## src/rtl/rob_pkg.sv

```systemverilog
// Reorder buffer shared types and constants.
// The entry record below is sized by the package constants; reorder_buffer
// checks at elaboration time that its parameters agree with them.
package rob_pkg;

  localparam int unsigned ROB_XLEN      = 32;
  localparam int unsigned ROB_DEPTH     = 8;
  localparam int unsigned ROB_RD_WIDTH  = 5;
  // Tag width is derived from the depth; the top checks TAG_WIDTH against it.
  localparam int unsigned ROB_TAG_WIDTH = $clog2(ROB_DEPTH);

  typedef struct packed {
    logic                    valid;
    logic                    ready;
    logic [ROB_RD_WIDTH-1:0] rd;
    logic [ROB_XLEN-1:0]     value;
  } rob_entry_t;

endpackage

```

## src/rtl/reorder_buffer_wrap_pointer.sv

```systemverilog
// wrap_pointer: modulo-DEPTH counter with increment enable.
// Ports:
//   i_clk   - clock
//   i_reset - synchronous active-high reset (pointer -> 0)
//   i_clear - synchronous clear (pointer -> 0), same effect as reset
//   i_inc   - advance pointer by one, wrapping DEPTH-1 -> 0
//   o_ptr   - current pointer value
module wrap_pointer #(
  parameter int unsigned DEPTH = 8,
  parameter int unsigned WIDTH = 3
) (
  input  logic             i_clk,
  input  logic             i_reset,
  input  logic             i_clear,
  input  logic             i_inc,
  output logic [WIDTH-1:0] o_ptr
);

  logic [WIDTH-1:0] r_ptr;

  always_ff @(posedge i_clk) begin
    if (i_reset || i_clear) begin
      r_ptr <= '0;
    end else if (i_inc) begin
      r_ptr <= (r_ptr == WIDTH'(DEPTH - 1)) ? '0 : r_ptr + WIDTH'(1);
    end
  end

  assign o_ptr = r_ptr;

endmodule

```

## src/rtl/reorder_buffer.sv

```systemverilog
// reorder_buffer: circular ROB. Allocates a tag per issued instruction,
// captures CDB results, and retires them in program order.
// Ports:
//   clk, reset (sync, active-high), flush (discard all entries)
//   alloc_valid/alloc_rd in, alloc_ready/alloc_tag out   - issue allocation
//   cdb_active/cdb_tag/cdb_data in                        - result writeback
//   commit_valid/commit_rd/commit_value/commit_tag out,
//   commit_ready in                                       - in-order retire
//   lookup_tag1/2 in, lookup_ready1/2, lookup_value1/2 out - operand lookup
//   count out                                             - occupied entries
// Configuration macro: ROB_CDB_BYPASS_EN - when defined, lookups also see
// the result currently on the CDB for a valid entry in the same cycle.
module reorder_buffer
  import rob_pkg::*;
#(
  parameter int unsigned XLEN          = ROB_XLEN,
  parameter int unsigned ROB_SIZE      = ROB_DEPTH,
  parameter int unsigned TAG_WIDTH     = ROB_TAG_WIDTH,
  parameter int unsigned REG_IDX_WIDTH = ROB_RD_WIDTH
) (
  input  logic                     clk,
  input  logic                     reset,
  input  logic                     flush,
  input  logic                     alloc_valid,
  input  logic [REG_IDX_WIDTH-1:0] alloc_rd,
  output logic                     alloc_ready,
  output logic [TAG_WIDTH-1:0]     alloc_tag,
  input  logic                     cdb_active,
  input  logic [TAG_WIDTH-1:0]     cdb_tag,
  input  logic [XLEN-1:0]          cdb_data,
  output logic                     commit_valid,
  input  logic                     commit_ready,
  output logic [REG_IDX_WIDTH-1:0] commit_rd,
  output logic [XLEN-1:0]          commit_value,
  output logic [TAG_WIDTH-1:0]     commit_tag,
  input  logic [TAG_WIDTH-1:0]     lookup_tag1,
  input  logic [TAG_WIDTH-1:0]     lookup_tag2,
  output logic                     lookup_ready1,
  output logic                     lookup_ready2,
  output logic [XLEN-1:0]          lookup_value1,
  output logic [XLEN-1:0]          lookup_value2,
  output logic [TAG_WIDTH:0]       count
);

  // The entry struct is sized by the package, so the parameters must match it.
  if ((TAG_WIDTH != $clog2(ROB_SIZE)) || (ROB_SIZE != ROB_DEPTH) ||
      (XLEN != ROB_XLEN) || (REG_IDX_WIDTH != ROB_RD_WIDTH)) begin : g_cfg_err
    $error("reorder_buffer: parameters inconsistent with rob_pkg");
  end

  rob_entry_t               r_entries [ROB_SIZE];
  logic [TAG_WIDTH:0]       r_count;
  logic [TAG_WIDTH-1:0]     w_head;
  logic [TAG_WIDTH-1:0]     w_tail;
  logic                     w_alloc_fire;
  logic                     w_commit_fire;
  logic                     w_cdb_write;
  rob_entry_t               w_head_entry;
  rob_entry_t               w_cdb_entry;
  rob_entry_t               w_lk1_entry;
  rob_entry_t               w_lk2_entry;

  assign w_head_entry = r_entries[w_head];
  assign w_cdb_entry  = r_entries[cdb_tag];

  // Uses the registered count only: a full ROB rejects allocation even when
  // the head retires in the same cycle.
  assign alloc_ready   = (r_count < (TAG_WIDTH + 1)'(ROB_SIZE));
  assign alloc_tag     = w_tail;
  assign w_alloc_fire  = alloc_valid && alloc_ready && !flush;

  assign commit_valid  = w_head_entry.valid && w_head_entry.ready && !flush;
  assign commit_rd     = w_head_entry.rd;
  assign commit_value  = w_head_entry.value;
  assign commit_tag    = w_head;
  assign w_commit_fire = commit_valid && commit_ready;

  assign w_cdb_write   = cdb_active && w_cdb_entry.valid && !w_cdb_entry.ready;

  assign count = r_count;

  wrap_pointer #(.DEPTH(ROB_SIZE), .WIDTH(TAG_WIDTH)) u_head_ptr (
    .i_clk   (clk),
    .i_reset (reset),
    .i_clear (flush),
    .i_inc   (w_commit_fire),
    .o_ptr   (w_head)
  );

  wrap_pointer #(.DEPTH(ROB_SIZE), .WIDTH(TAG_WIDTH)) u_tail_ptr (
    .i_clk   (clk),
    .i_reset (reset),
    .i_clear (flush),
    .i_inc   (w_alloc_fire),
    .o_ptr   (w_tail)
  );

  // Commit, writeback and allocation never touch the same entry in one cycle:
  // the committing head is already ready (CDB ignored), and the tail slot is
  // invalid when allocated (CDB ignored, and not the head unless empty).
  always_ff @(posedge clk) begin
    if (reset) begin
      for (int unsigned i = 0; i < ROB_SIZE; i++) begin
        r_entries[i] <= '0;
      end
    end else if (flush) begin
      for (int unsigned i = 0; i < ROB_SIZE; i++) begin
        r_entries[i].valid <= 1'b0;
        r_entries[i].ready <= 1'b0;
      end
    end else begin
      if (w_commit_fire) begin
        r_entries[w_head].valid <= 1'b0;
        r_entries[w_head].ready <= 1'b0;
      end
      if (w_cdb_write) begin
        r_entries[cdb_tag].value <= cdb_data;
        r_entries[cdb_tag].ready <= 1'b1;
      end
      if (w_alloc_fire) begin
        r_entries[w_tail].valid <= 1'b1;
        r_entries[w_tail].ready <= 1'b0;
        r_entries[w_tail].rd    <= alloc_rd;
      end
    end
  end

  always_ff @(posedge clk) begin
    if (reset || flush) begin
      r_count <= '0;
    end else begin
      case ({w_alloc_fire, w_commit_fire})
        2'b10:   r_count <= r_count + (TAG_WIDTH + 1)'(1);
        2'b01:   r_count <= r_count - (TAG_WIDTH + 1)'(1);
        default: r_count <= r_count;
      endcase
    end
  end

  assign w_lk1_entry = r_entries[lookup_tag1];
  assign w_lk2_entry = r_entries[lookup_tag2];

  always_comb begin
    lookup_ready1 = w_lk1_entry.valid && w_lk1_entry.ready;
    lookup_value1 = w_lk1_entry.value;
    lookup_ready2 = w_lk2_entry.valid && w_lk2_entry.ready;
    lookup_value2 = w_lk2_entry.value;
`ifdef ROB_CDB_BYPASS_EN
    if (cdb_active && (cdb_tag == lookup_tag1) && w_lk1_entry.valid) begin
      lookup_ready1 = 1'b1;
      lookup_value1 = cdb_data;
    end
    if (cdb_active && (cdb_tag == lookup_tag2) && w_lk2_entry.valid) begin
      lookup_ready2 = 1'b1;
      lookup_value2 = cdb_data;
    end
`endif
  end

endmodule

```

## config.mk

```make
export PLATFORM = sky130hd
export DESIGN_NAME = reorder_buffer
export DESIGN_NICKNAME = d
export VERILOG_FILES = /design/src/rtl/rob_pkg.sv /design/src/rtl/reorder_buffer_wrap_pointer.sv /design/src/rtl/reorder_buffer.sv
export SDC_FILE = /design/constraint.sdc
export NUM_CORES = 1
export LEC_CHECK = 0
export ABC_CLOCK_PERIOD_IN_PS = 4350
export CORE_MARGIN = 8
export CORE_UTILIZATION = 55
export DETAILED_ROUTE_END_ITERATION = 12
export PLACE_DENSITY = 0.77
export SLEW_MARGIN = 25
export SYNTH_ARGS = -nofsm -noshare
export SYNTH_HDL_FRONTEND = slang
export SYNTH_SLANG_ARGS = --single-unit
```

## constraint.sdc

```tcl
create_clock -name clk -period 4.35 [get_ports clk]
set_input_delay 0.87 -clock clk [delete_from_list [all_inputs] [get_ports clk]]
set_output_delay 0.87 -clock clk [all_outputs]
set_load 0.005 [all_outputs]
```

# [Word-level counts from Yosys, hierarchy flattened]
# Memories as Yosys holds them, arrays and structs flattened. A register that Yosys moved wholly into a read port is not among the register bits.
# Cells that the tools add are included.
[totals] input_bits=52 output_inout_bits=115 mem_bits_rw=312 reg_bits=10 memories=1 elab_cells=92
[memory_table] name="r_entries" depth=8 word_bits=39 rd=4 rd_ports_with_merged_regs=1 wr=8 line="reorder_buffer.sv:51" text="rob_entry_t r_entries [ROB_SIZE];"
[classes] add_sub_neg=4 n_eq_ne=4 n_reduce_logical=16 mux=47 magnitude_cmp=1 bitwise_logic=16
[ops] op="$mux W39" n=3
[ops] op="$reduce_or A39 Y1" n=3
[ops] op="$mux W1" n=33
[ops] op="$mux W3" n=8
[ops] op="$or A1 B1 Y1" n=16
[ops] op="$logic_and A1 B1 Y1" n=9
[ops] op="$mux W4" n=2
[ops] op="$pmux W4 S2" n=1
[ops] op="$add A3 B1 Y3 const B" n=2
[ops] op="$eq A3 B3 Y1 const B" n=2
[ops] op="$add A4 B1 Y4 const B" n=1
[ops] op="$lt A4 B4 Y1 const B" n=1
[ops] op="$sub A4 B1 Y4 const B" n=1
[ops] op="$eq A2 B1 Y1 const B" n=1
[ops] op="$eq A2 B2 Y1 const B" n=1
[ops] op="$logic_not A1 Y1" n=2
[ops] op="$reduce_bool A2 Y1" n=1
[ops] op="$logic_or A1 B1 Y1" n=1

# [Depth between registers and ports, before layout]
# Gate-level depths: netlist of run 1.
[logic_depth] depth_word=9 depth_mapped=11 mapped_depth_nobuf=10

# [Cells and area by module]
# Synthesis of run 1 repeated with hierarchy kept, for this count alone.
[unflattened] cells_unflattened=1298 area_unflattened_um2=18007.3
[modules_own_cells] mod="reorder_buffer" instances=1 area_per_inst_um2=17709.5 seq_area_each_um2=9288.9 cells_each=1272
[modules_own_cells] mod="wrap_pointer" instances=2 area_per_inst_um2=148.9 seq_area_each_um2=60.1 cells_each=13

# [Worst setup path before layout of run 1]
# Ideal clock, no wire load.
[synth_timing] kind="input -> output" start="input port lookup_tag1[0]" end="output port lookup_value1[23]" t_arrival_ns=2.207 slack_ns=1.273 n_path_buf=1 stages=3 t_required_ns=3.480 path_cell_list="clkbuf_1 > mux4_2 > mux2_2"
[synth_between] elab_chain_cells=1
[synth_rtl] element="from (decl)" line="reorder_buffer.sv:36" text="input logic [TAG_WIDTH-1:0] lookup_tag1,"
[synth_rtl] element="$mem_v2 Z8 W39"
[synth_rtl] element="to (decl)" line="reorder_buffer.sv:40" text="output logic [XLEN-1:0] lookup_value1,"
# No other way between the ends.

==> impl_metrics.json, run 1 <==
{
  "first_iter_violations": 1147,
  "cts_htree_levels": 2,
  "setup_tns_ns": 0,
  "p_per_area_nw_per_um2": 328,
  "p_sw_mw": 1.58,
  "critPathKind": "flop to primary output",
  "first_global_vias": 12200,
  "drc_errors": 0,
  "min_period_over_period": 0.882,
  "final.min_clock_period_ns": 3.84,
  "rows": 67,
  "io_pins": 167,
  "syn_inst": 1194,
  "slowest_stage": "dfxtp_4",
  "worst_ep_arrival_time_ns": 2.97,
  "fin_util": 0.663,
  "seq_area_frac_synth": 0.504,
  "syn-num-nets": 1254,
  "antenna_found_initial": 2,
  "yosys_warnings": 0,
  "clkTransAtPathRegs_ns": 0.06,
  "cts_buffers": 35,
  "endpoint_kind": "primary output",
  "dieArea_sq_um": 40300,
  "status": "complete, no violations",
  "power.leakage_nw": 7.76,
  "cp_max_fo": 30,
  "post-cts-setup-buffers": 0,
  "grt_max_degree": 41,
  "fp.dieH_um": 201,
  "place.gp.congestion": 0.859,
  "fmax_mhz": 261,
  "vias": 11700,
  "ys.flop_type": "edfxtp_1",
  "worstMarginPinSlew_ns": 0.970,
  "crit_path_start_kind": "flop",
  "ir_worst_vdd_uv": 271,
  "fin_nets": 1418,
  "slew_headroom": 0.353,
  "p_clk_frac": 0.402,
  "final_max_slew_viol_count": 0,
  "cts_max_path_buffers": 3,
  "grtUsageMet3": 0.0478,
  "n_fill_cell": 2323,
  "max_cap_violations": 0,
  "path_cells": "mux4_2, o22ai_2, clkdlybuf4s50_1",
  "die_w_um": 201,
  "initial_core_util": 0.558,
  "core_sq_um": 33600,
  "hold_path.class": "flop to flop",
  "yosys.cell_types.count": 47,
  "switching_share": 0.217,
  "holdPathStages": 2,
  "io_buffers": 166,
  "clk_latency_ns": 0.51,
  "cpPeakStageDelay_ns": 0.73,
  "path_depth": 3,
  "synth_seq_cells": 325,
  "drt-total-wl_mm": 50.0,
  "hold_buffers": 0,
  "cp_top_family": "flip-flops",
  "synth_top_cell_area_share": 0.474,
  "synthArstFlopShare": 0,
  "yosysTopAreaCell": "edfxtp_1",
  "dp_hpwl_mm": 30.9,
  "tritoncts": "done",
  "netlist_top_cells_count": "and2_1, edfxtp_1, mux4_2",
  "grt-busiest-layer": "met2",
  "dr.pass1.iters": 5,
  "seqPwrFrac": 0.488,
  "wl_per_cell_um": 27.3,
  "syn_avg_cell_area_sq_um": 15.7,
  "drive_gt1_frac": 0.331,
  "avgViaCountPerCell": 6.40,
  "combinationalPowerShare": 0.110,
  "holdWs_ns": 0.534,
  "synth_area_leaders": "edfxtp_1, mux4_2, and2_1",
  "grt_util_met1": 0.318,
  "grt_use_met2": 0.419,
  "internal_power_mw": 5.72,
  "finalSetupViolations": 0,
  "grt-ovfl-total": 0,
  "synth_edf_count": 296,
  "required_ns": 3.48,
  "final-hold-violation-count": 0,
  "fin_worst_skew_ns": 0.0136,
  "rsz0062_at_grt": "false",
  "ctsResizeCount": 0,
  "cp_num_buf_inv": 1,
  "syn2layout_area_growth_pct": 18.6,
  "grt_first_pass_wirelength_mm": 75.3,
  "cts_sinks": 325,
  "ant_nets": 0,
  "r2r_cells": 9,
  "syn_area_sq_um": 18800,
  "track_usage": 0.246,
  "cts_root_buffer": "clkbuf_16"
}
[area by class of cell]
type / count / area [sq um] / share of cell area
flip-flops and latches: 325 / 9480 / 0.426
multi-input cells: 770 / 8900 / 0.400
repair buffers: 218 / 2180 / 0.0980
clock buffers: 44 / 982 / 0.0441
well taps: 448 / 561 / 0.0252
clock inverters: 14 / 138 / 0.00618
inverters: 8 / 30.0 / 0.00135
diodes: 1 / 2.50 / 0.000112
[cells in the final DEF (no fill, tap or decap), types with 8 or more instances in the layout]
master	Yosys	layout
inv_1	8	8
and2_1	296	296
clkbuf_16	0	37
or2_2	21	21
buf_4	0	44
mux4_2	208	208
nor3_1	8	8
mux2i_1	9	9
nand2_1	18	18
clkdlybuf4s50_1	0	160
edfxtp_1	296	296
mux2_2	101	101
buf_12	0	12
nor2_1	19	18
a21oi_1	28	28
dfxtp_1	29	26
[routing by layer]
layer / vias to the layer above / wire, um
li1: 5024 / -
met1: 6053 / 19600
met2: 524 / 24900
met3: 94 / 4250
met4: 2 / 1210
met5: - / 9
[final timing paths]
path / slack [ns] / from / endpoint
max: 0.51 / flop / commit_valid
max reg2reg: 1.27 / flop / count[3]$_SDFFE_PP0P_
min reg2reg: 0.53 / r_entries[5][37]$_SDFF_PP0_ / r_entries[5][37]$_SDFF_PP0_
min: 0.53 / r_entries[5][37]$_SDFF_PP0_ / r_entries[5][37]$_SDFF_PP0_
[sequential cells by signal (all words and copies together), names as in the netlist, named ones only]
name,count
r_entries,312
count,4
u_head_ptr.o_ptr,3
u_tail_ptr.o_ptr,3
[power groups by stage]
stage                     clock, mW  sequential (mW)  combinational (mW)
after detailed placement          0             3.62               0.810
final                          2.93             3.56               0.804
after global placement            0             3.61               0.805
after global routing           3.08             3.57               0.853
after CTS                      2.96             3.56               0.815
after floorplan                   0             3.60               0.425
[through the flow]
step | cells | power [mW] | instance area, sq um | setup slack [ns]
floorplan | 1194 | 4.03 | 18800 | 1.27
global placement | 1769 | 4.42 | 21200 | 0.722
detailed placement | 1769 | 4.43 | 21200 | 0.675
CTS | 1827 | 7.34 | 22300 | 0.554
global route | 1827 | 7.51 | 22300 | 0.442
finish | 1828 | 7.30 | 22300 | 0.513
[cell families after synthesis]
kind of cell               after synthesis  synth area share
AOI/OAI and AO/OA                       41            0.0141
xor gates and xnor gates                 2          0.000933
adders and majority gates                8           0.00573
buffers and inverters                   99            0.0233
DFF                                    325             0.504
muxes                                  318             0.315
and+or+nand+nor                        401             0.137
[tightest hold or removal path: stages, from the launching register on]
cell and delay (ns):
dfxtp_1 0.31, a21oi_1 0.12, a211oi_1 0.05
Power figures use the tool's default switching activity.
==> run 2, diff against run 1 <==
ABC_CLOCK_PERIOD_IN_PS = not set   (was 4350)
==> results of run 2 <==
Same layout as run 1: the final DEF is identical, and so are final timing and power.
==> run 3, diff against run 2 <==
CELL_PAD_IN_SITES_DETAIL_PLACEMENT = 0   (was not set)
CELL_PAD_IN_SITES_GLOBAL_PLACEMENT = 2   (was not set)
CORE_UTILIZATION = 51   (was 55)
DONT_BUFFER_PORTS = 1   (was not set)
PLACE_DENSITY = not set   (was 0.77)
PLACE_DENSITY_LB_ADDON = 0.1   (was not set)
==> run 3 against run 2 <==
  * Clock skew rose by 0.00070 ns
  * Largest cell class unchanged
  * Worst setup slack improved by 0.49 ns
  * Global-route usage fell by 1.1 points
  * Fmax rose by 15%
  * Flip-flop and latch count did not move
  * Cell count fell by 9.1%
  * Clock power rose by 3%
  * Sequential share of layout area rose by 4.0 points
  * Via count fell by 9.5%
  * Die area rose by 7.2%
==> impl_metrics.json, run 3 (same netlist as run 1, synthesis figures left out) <==
{
  "final_max_slew_viol_count": 0,
  "combinationalPowerShare": 0.067,
  "rsz0062_at_grt": "false",
  "first_iter_violations": 922,
  "ant_nets": 0,
  "p_clk_frac": 0.428,
  "grt_first_pass_wirelength_mm": 75.0,
  "r2r-end": "count[3]$_SDFFE_PP0P_",
  "finalSetupViolations": 0,
  "place.gp.congestion": 0.764,
  "cts_root_buffer": "clkbuf_16",
  "setup_tns_ns": 0,
  "status": "complete, no violations",
  "crit_path_start_kind": "flop",
  "grt_max_degree": 67,
  "clk_latency_ns": 0.53,
  "p_per_area_nw_per_um2": 347,
  "cts_max_path_buffers": 3,
  "hold_path.class": "flop to flop",
  "cts_htree_levels": 2,
  "regMostFlops": "r_entries",
  "dp_hpwl_mm": 30.3,
  "track_usage": 0.235,
  "dr.pass1.iters": 4,
  "worstMarginPinSlew_ns": 1.00,
  "switching_share": 0.211,
  "drt-total-wl_mm": 51.4,
  "slew_headroom": 0.331,
  "whs_endpoint": "r_entries[5][38]$_SDFFE_PP1P_",
  "drive_gt1_frac": 0.358,
  "ir_worst_vdd_uv": 241,
  "cts_buffers": 37,
  "n_antenna_cell": 0,
  "n_fill_cell": 2858,
  "required_ns": 3.48,
  "cts_sinks": 325,
  "tritoncts": "done",
  "fmax_mhz": 299,
  "syn2layout_area_growth_pct": 8.47,
  "vias": 10600,
  "r2r_cells": 8,
  "pre_cts_ws_ns": 1.27,
  "avgViaCountPerCell": 6.37,
  "hold_buffers": 0,
  "dieArea_sq_um": 43200,
  "seqPwrFrac": 0.505,
  "post-cts-setup-buffers": 0,
  "layout_common_cells": "and2_1, edfxtp_1, mux4_2",
  "critPathKind": "flop to primary output",
  "fp.dieH_um": 208,
  "final.min_clock_period_ns": 3.35,
  "rrSetupSlack_ns": 1.30,
  "grt-ovfl-total": 0,
  "io_pins": 167,
  "clkTransAtPathRegs_ns": 0.07,
  "wl_per_cell_um": 30.9,
  "die_w_um": 208,
  "rows": 70,
  "cp_max_fo": 20,
  "antenna_found_initial": 1,
  "fin_nets": 1228,
  "endpoint_kind": "primary output",
  "first_global_vias": 11000,
  "io_buffers": 0,
  "worst_ep_arrival_time_ns": 2.48,
  "dp_cells": 1597,
  "min_period_over_period": 0.770,
  "initial_core_util": 0.515,
  "largest_reg_flops": 312,
  "holdPathStages": 2,
  "setup_slack_ns": 1.00,
  "core_sq_um": 36400,
  "max_cap_violations": 0,
  "min_from": "r_entries[5][38]$_SDFFE_PP1P_",
  "final-hold-violation-count": 0,
  "internal_power_mw": 5.57,
  "power.leakage_nw": 6.97,
  "finalNonFillerCells": 1661,
  "drc_errors": 0,
  "p_sw_mw": 1.49,
  "ctsResizeCount": 0,
  "fin_worst_skew_ns": 0.0143
}
-- run 3: cell types whose count changed in the layout (fill, tap and decap cells not counted), moves of 3 or more --
cell,previous run,this run
clkdlybuf4s50_1,160,0
buf_4,44,23
buf_12,12,3
nor2_2,0,4
clkbuf_1,4,7
clkbuf_8,3,0
nor2_4,3,0
-- run 3: worst max path at each step --
stage                     cells past startpoint                     to
after floorplan                               3      lookup_value1[23]
after global placement                        8  count[3]$_SDFFE_PP0P_
after CTS                                     3        commit_value[0]
after detailed placement                      8  count[3]$_SDFFE_PP0P_
after global routing                          3        commit_value[0]
final                                         3        commit_value[0]
-- run 3: critical path, stage by stage, from the launching register on --
cell     delay [ns]
dfxtp_4        0.62
buf_4          0.43
mux4_2         0.55
mux2_2         0.33
-- run 3: metal layers --
layer | global-route usage | vias to the layer above | share of wire
li1 | - | 4646 | -
met1 | 0.299 | 5541 | 0.41
met2 | 0.411 | 336 | 0.51
met3 | 0.0533 | 65 | 0.069
met4 | 0.0485 | 0 | 0.018
met5 | 0 | - | 0
-- run 3: power groups by stage --
stage	Sequential (mW)	Clock, mW	Combinational (mW)
6_report	3.56	3.02	0.474
3_3_place_gp	3.62	0	0.479
5_1_grt	3.57	3.19	0.500
4_1_cts	3.56	3.07	0.483
3_5_place_dp	3.63	0	0.480
2_1_floorplan	3.60	0	0.425
-- run 3: final cells by class --
cell class	count	area, sq um	share of cell area
multi-input combinational	770	8890	0.436
sequential	325	9480	0.465
tap	468	586	0.0288
clock inverter	20	195	0.00959
inverter	8	30.0	0.00147
clock buffer	44	952	0.0468
timing repair buffer	26	233	0.0114
-- run 3: through the flow --
stage	total power, mW	hold slack, ns	util	cell area, sq um
final	7.06	0.533	0.559	20400
after detailed placement	4.11	0.515	0.527	19200
after floorplan	4.03	0.496	-	18800
after CTS	7.11	0.522	0.559	20400
after global placement	4.10	0.509	0.527	19200
after global routing	7.27	0.526	0.559	20400
==> RTL edit (config.mk and constraints of run 2) <==
The option `ROB_CDB_BYPASS_EN` is turned on by a define.
--- a/src/rtl/reorder_buffer.sv
+++ b/src/rtl/reorder_buffer.sv
@@ -12,2 +12,4 @@
 // the result currently on the CDB for a valid entry in the same cycle.
+`define ROB_CDB_BYPASS_EN
+
 module reorder_buffer
Check against the original RTL: not settled (the Yosys comparison gave no result); the edit may change what the design does.
==> RTL edit against run 2 <==
Final cell count is 8.5% higher. Highest routed layer unchanged. Total power is 0.83% lower. Global-route usage is 1.6 points higher. Sequential cell count stayed put. Setup slack worse by 150 ps. Area after synthesis is 3.4% higher. Maximum frequency is 3.9% lower. Synthesized cell count is 13% higher. Design area is 2.9% higher. Worst hold slack worse by 8.7 ps. Wire length is 8.5% higher.
==> RTL edit: results <==
[placed_design]
placed_cells_incl_taps = 1922
place.gp.congestion = 0.8983
place_area_sq_um = 21840

[global_route]
grt_pass1_vias = 13627
track_usage = 0.2623
grtUsageMet3 = 0.05342
use_met1 = 0.3387
antenna_found_initial = 3

[synthesis]
syn_nets = 1413
ys_top_cells_by_area = edfxtp_1 (46%), mux4_2 (24%), and2_1 (9.6%)
synth_compound_area_frac = 0.03185
synth_cell_types = 50
synthAdderAreaFrac = 0.005545
synth_mux_area_frac = 0.3053
synth_xor_area_frac = 0.004062

[cells_and_area]
num_antenna_cells = 0
layout-drive-gt1-share = 0.2596

[timing]
layout_setup_ws_ps = 358.9
worst_pin_slew_ps = 882.3
fin_skew_ps = 13.53

[route]
routedWlPerCell_um = 27.34
routed_wl_um = 54250
wl_met1_um = 20420
wl_met2_um = 26800

[critical_path]
crit_path_end = lookup_value2[0]
slowest_delay_ps = 530
critPathTopFamily = buffers and inverters

[run_status]
outcome = finished clean

[pwr]
powerSeq_mw = 3.57
total_power_mw = 7.237
power.switching_mw = 1.668
p_leak_nw = 8.086

[clock_network]
cts_buffers = 36
==> RTL edit: cell count changes in the layout (fill, tap and decap cells not counted), sizes merged, moves of 7 or more <==
cell and change:
o21ai +71, mux2i +65, mux2 -61, nand2 +59
a21oi -11, or2 -10, o211ai +9, a211oi -8
o311ai +8, buf +7, nand4 +7, xnor2 +7
==> RTL edit: cell type report <==
class | count | area (sq um) | share of cell area
clock inverter | 18 | 87.58 | 0.003821
multi-input combinational | 910 | 9495 | 0.4143
clock buffer | 44 | 992.2 | 0.04329
inverter | 7 | 26.28 | 0.001146
tap | 455 | 569.3 | 0.02484
sequential | 325 | 9478 | 0.4135
timing repair buffer | 225 | 2272 | 0.09913
==> RTL edit: worst min path at each step <==
stage | from | endpoint | slack [ps] | depth (start not counted)
after global placement | count[3] | count[3] | 510 | 2
after detailed placement | count[3] | count[3] | 510 | 2
after global routing | count[3] | count[3] | 560 | 2
after floorplan | count[3] | count[3] | 490 | 2
final | count[3] | count[3] | 530 | 2
after CTS | count[3] | count[3] | 530 | 2
